[config.mk]
export PLATFORM = sky130hd
export DESIGN_NAME = debug_probe_sched
export DESIGN_NICKNAME = d
export VERILOG_FILES = /design/src/rtl/debug_probe_sched.sv
export SDC_FILE = /design/constraint.sdc
export NUM_CORES = 1
export LEC_CHECK = 0
export ABC_AREA = 1
export CAP_MARGIN = 20
export CORE_MARGIN = 2
export CORE_UTILIZATION = 51
export DETAILED_ROUTE_END_ITERATION = 6
export GPL_ROUTABILITY_DRIVEN = 0
export GPL_TIMING_DRIVEN = 0
export PLACE_DENSITY = 0.83
export SLEW_MARGIN = 20
export SYNTH_ARGS = -nofsm -noshare
export SYNTH_HDL_FRONTEND = slang
export SYNTH_SLANG_ARGS = --single-unit
[constraint.sdc]
create_clock -name clk -period 2.5 [get_ports clk]
set_clock_uncertainty 0.2 [all_clocks]
set_input_delay 0.5 -clock clk [delete_from_list [all_inputs] [get_ports clk]]
set_output_delay 0.5 -clock clk [all_outputs]
set_load 0.01 [all_outputs]
[src/rtl/debug_probe_sched.sv]
// rtl/debug_probe_sched.sv - frame-synchronous probe scheduler for the hex debug overlay
//
// Captures up to NUM_CH 64-bit probes on their strobes. One channel is selected
// per display period, either by manual advance or by auto-cycling. The selected
// snapshot is handed to the overlay only at frame origin, so digits never tear
// mid-frame.
//
// Ports:
//   clk          pixel clock, all logic on the rising edge
//   i_reset      synchronous reset, active-high
//   i_h, i_v     beam counters, the same ones that feed the overlay
//   i_probe      NUM_CH probe values, channel k at [64k+63:64k]
//   i_probe_stb  per-channel capture strobe
//   i_next       manual advance level, acts on its rising edge
//   i_auto       1 = auto-cycle, FRAMES_PER_CH transfers per channel
//   i_freeze     1 = hold o_debug / o_chan / o_stale
//   o_debug      value shown by the overlay
//   o_chan       channel index currently displayed
//   o_stale      displayed snapshot had no strobe since that channel was last shown
//   o_frame_stb  one-clock pulse following each frame-origin transfer
module debug_probe_sched #(
  parameter int NUM_CH        = 4,
  parameter int FRAMES_PER_CH = 60
) (
  input  logic                  clk,
  input  logic                  i_reset,
  input  logic [11:0]           i_h,
  input  logic [11:0]           i_v,
  input  logic [64*NUM_CH-1:0]  i_probe,
  input  logic [NUM_CH-1:0]     i_probe_stb,
  input  logic                  i_next,
  input  logic                  i_auto,
  input  logic                  i_freeze,
  output logic [63:0]           o_debug,
  output logic [2:0]            o_chan,
  output logic                  o_stale,
  output logic                  o_frame_stb
);

  localparam logic [2:0]  LAST_CH   = 3'(NUM_CH - 1);
  localparam logic [11:0] LAST_FCNT = 12'(FRAMES_PER_CH - 1);

  logic [63:0]       cap [NUM_CH];
  logic [NUM_CH-1:0] fresh;
  logic [2:0]        sel;
  logic [11:0]       fcnt;
  logic              org_d;
  logic              next_d;

  logic              at_org;
  logic              xfer;
  logic              do_xfer;
  logic              next_rise;
  logic              auto_wrap;
  logic              advance;
  logic [2:0]        sel_next;
  logic [63:0]       cap_sel;
  logic              fresh_sel;

  always_comb begin
    at_org    = (i_h == 12'd0) && (i_v == 12'd0);
    // Only the first clock of a (possibly multi-clock) origin transfers.
    xfer      = at_org && !org_d;
    do_xfer   = xfer && !i_freeze;
    next_rise = i_next && !next_d;
    auto_wrap = i_auto && xfer && (fcnt == LAST_FCNT);
    // A button edge coinciding with an auto wrap still yields a single step.
    advance   = next_rise || auto_wrap;
    sel_next  = (sel == LAST_CH) ? 3'd0 : sel + 3'd1;
  end

  // Explicit compare mux keeps the 3-bit sel decoupled from the bank size.
  always_comb begin
    cap_sel   = '0;
    fresh_sel = 1'b0;
    for (int k = 0; k < NUM_CH; k++) begin
      if (sel == 3'(k)) begin
        cap_sel   = cap[k];
        fresh_sel = fresh[k];
      end
    end
  end

  // Capture bank. A strobe on the channel being transferred wins over the
  // clear, so a value arriving exactly at origin is still reported as fresh
  // when it is shown next frame.
  always_ff @(posedge clk) begin
    if (i_reset) begin
      for (int k = 0; k < NUM_CH; k++) begin
        cap[k] <= '0;
      end
      fresh <= '0;
    end else begin
      for (int k = 0; k < NUM_CH; k++) begin
        if (i_probe_stb[k]) begin
          cap[k]   <= i_probe[64*k +: 64];
          fresh[k] <= 1'b1;
        end else if (do_xfer && (sel == 3'(k))) begin
          fresh[k] <= 1'b0;
        end
      end
    end
  end

  // Selection and display registers. The mode is the i_auto level itself:
  // in manual mode fcnt is held at zero, which also clears it on the clock
  // after auto is dropped. The transfer samples the pre-advance sel.
  always_ff @(posedge clk) begin
    if (i_reset) begin
      sel         <= 3'd0;
      fcnt        <= 12'd0;
      // Start the edge detectors "high" so an origin or button already
      // asserted at reset release is not taken as an event.
      org_d       <= 1'b1;
      next_d      <= 1'b1;
      o_debug     <= 64'd0;
      o_chan      <= 3'd0;
      o_stale     <= 1'b1;
      o_frame_stb <= 1'b0;
    end else begin
      org_d       <= at_org;
      next_d      <= i_next;
      o_frame_stb <= xfer;

      if (advance) begin
        sel <= sel_next;
      end

      if (!i_auto || advance) begin
        fcnt <= 12'd0;
      end else if (xfer) begin
        fcnt <= fcnt + 12'd1;
      end

      if (do_xfer) begin
        o_debug <= cap_sel;
        o_chan  <= sel;
        o_stale <= !fresh_sel;
      end
    end
  end

endmodule

Word level (Yosys, flattened, before mapping) --
Memory sizes are Yosys's and may differ from the RTL's. Cells that the tools add are included.
Storage, ports and cells: bits in registers 90, memory bits (writable) 256, input port bits 289, output and inout port bits 69, logic and storage cells 83, memories kept 1
Cells by class: $add $sub $neg 2, equal/unequal tests 4, mux-type cells 35, bitwise gates (word level) 4, reduce and logical (&&, ||, !) cells 25
Memories:
- cap | words 4, width 64, rd ports 4, clocked after Yosys merged registers in 0, wr ports 4, line 43 | logic [63:0] cap [NUM_CH];
Operator list (number):
- 64-bit two-way mux | 8
- 1-bit two-way mux | 26
- 12-bit zero test | 2
- 12-bit by 1-bit adder with 12-bit output, second input constant | 1
- 12-bit by 6-bit == test with 1-bit output, second input constant | 1
- 1-bit logical AND | 10
- 2-bit nonzero test | 4
- 3-bit by 2-bit == test with 1-bit output, second input constant | 2
- 1-bit zero test | 5
- 1-bit bitwise OR | 4
- 3-bit by 1-bit adder with 3-bit output, second input constant | 1
- 3-bit by 1-bit == test with 1-bit output, second input constant | 1
- 3-bit zero test | 1
- 3-bit two-way mux | 1
- 1-bit logical OR | 2
- 2-bit OR reduction | 1

Depth between registers and ports, before layout --
word-level depth 8, gate-level depth with buffers 12, mapped depth without buffers 10

Least setup slack after synthesis --
OpenSTA, ideal clock, no wires.
path kind input to register, start in i_reset, end mem cap[0][0], enable pin, library setup time 0.394 ns, arrival 1.327 ns, required time 1.906 ns, path slack 0.579 ns, stages on the path 1, buffers on the path 0, path through or2_2
RTL lines:
- from (decl) | line 26 | input logic i_reset,
- to (decl) | line 43

==> metrics.txt <==
most common cell after layout, fill and taps aside=nor2_1; crit path from=i_reset; Final period util=0.983; r2r startpoint=sel[0]; Worst VDD drop=0.408 mV; first-pass GRT wire length=69,100 µm; Yosys reg bits=346; DR DRC count=0; overall routing resource usage=0.268; post-route ant nets=0; Post-Syn Nets=2,172; min Tclk post-route=2.46 ns; via-per-instance ratio=5.04; number of setup violations in the final report=0; Synth area leaders=edfxtp_1, dfxtp_1, nor2_1; Hold Buf Count CTS=0; most frequent cells in the layout=nor2_1, clkdlybuf4s50_1, inv_1; Reg clk slew, reported paths=0.06 ns; die width=180 µm; mapped cell area=15,900 µm²; clk_lat worst skew=0.52 ns; GRT overflow=0; DPL Wire Length=32,600 µm; PortBufs=357; postcts setup bufs=0; critical path fanouts, max=10; CTS tree=done; Max Fclk=0.407 GHz; deepest clock path buffer count=3; Hold Startpoint=fresh[0]; ratio of cells with drive above 1 in the final layout=0.0564; Ports=358; relative slew slack=0.608; Avg WL per Cell=16.4 µm; die area=32,500 µm²; vias=13.6k; Yosys top cell by area=edfxtp_1; Routed WL=44,300 µm; fin util=0.695; class of the worst hold path=reg -> reg; Synth-to-Final Area Change=34.2%; Yosys top cell area share=0.485; antenna violations before repair=5; Finished Layout Cells=2,705; Clock Tree Root=clkbuf_16; largest net degree at the start of global routing=38; worst-margin pin slew=0.584 ns; M1 wire length=16,900 µm; Critical Path AT=2.52 ns; Mapped Avg Cell Area=8.44 µm²; Syn Inst Count=1,878; Final nets=2,570; die height=180 µm; PD cells=637 nW/µm²; core area=30,600 µm²; hold slack=0.294 ns; fin. max-slew vios=0; critical path type=in -> reg; Ys Warns=0; Cells after DPL=2,635; Sink Count=346; crit path capture type=register; FP Rows=64; WL met3=3410 µm; Iter 0 DRT Violations=1,231; P_leak=9.56 nW; DRT Pass-1 Iters=5; WP data required=2.56 ns; max cap viols=0; number of global-route vias before repair=13.6k; RSZ-0062 raised after global routing=true; Initial Util=0.518; CTS Buf Count=36; Cell variety after synth=26; outcome=finished, final reports clean; H-tree Lvls=2; DR top layer=met4; sequential share of the synthesized area=0.599; wire length on met2=22,200 µm; Worst Setup Start Kind=primary input; Fin. Hold Viols=0
layer usage:
layer  GRT usage  vias to the layer above
met5           0                        -
met4       0.129                        0
met3      0.0386                      117
met2       0.470                      658
met1       0.326                     6238
li1            -                     6611
critical path, stage by stage:
cell and delay [ns]:
clkdlybuf4s50_1 0.65, inv_2 0.22, nand2_1 0.13, clkbuf_2 0.47
buf_1 0.44, nor2_1 0.10
kinds of logic after synthesis:
kind of cell,count (synthesis),share of synthesized area
AND/OR/NAND/NOR,916,0.232
buffers and inverters,460,0.117
flip-flops,346,0.599
AO/OA/AOI/OAI,144,0.0455
XOR/XNOR,7,0.00387
adder cells (fa/ha/maj),5,0.00395
final timing paths:
check,cells after the start,slack [ns],endpoint
hold reg to reg,2,0.29,fresh[0]
hold / removal,2,0.29,fresh[0]
setup / recovery,6,0.04,cap[3][17]
setup reg to reg,10,0.14,o_debug[40]
metrics by stage:
stage | setup TNS, ns | power [mW] | area [µm²] | worst slack [ns]
detailed placement | -154.80 | 8.11 | 20000 | -0.806
floorplan | 0 | 7.34 | 15900 | 0.579
finish | 0 | 13.5 | 21300 | 0.0430
global placement | -256.32 | 8.06 | 19900 | -0.735
CTS | 0 | 13.6 | 21200 | 0.0584
global route | -0.0156 | 14.0 | 21300 | -0.0156
final cells by class:
type	instances	area (µm²)
multi-input cells	1072	4530
repair buffers	361	3650
flip-flops and latches	346	9490
fillers	2241	9320
clock buffers	46	958
inverters	357	1340
diodes	5	12.5
clock inverters	20	263
well taps	396	495
plain buffers	102	529
where the power goes:
group          internal [mW]  switching [mW]
Combinational          0.659           0.718
Sequential              6.54           0.101
Clock                   3.27            2.25
state kept, by name, summed over array words and instances (netlist names):
register     cells
o_stale          1
org_d            1
cap            256
fresh            4
fcnt            12
o_chan           3
next_d           1
o_debug         64
o_frame_stb      1
sel              3
cells in the mapped netlist:
cell type and n:
nor2_1 434, inv_1 354, nand2_1 321, edfxtp_1 256, nand3_1 139, o21ai_0 138
dfxtp_1 90, clkbuf_1 56, buf_2 30, buf_6 8, nand4_1 7, buf_4 6
ha_1 5, nor3_1 5, or2_2 5, xor2_1 5, a21oi_1 4, buf_1 3
inv_2 3, nand2_2 2, xnor2_1 2, a31oi_1 1, nor2_2 1, nor2_4 1
nor3_2 1, o21ai_1 1
repair_timing:
item                       in CTS  in global routing
setup endpoints to repair     200                 76
hold endpoints to repair        0                  0
gates resized for setup         3                 27
No activity file was read; power rests on OpenSTA's default activity.
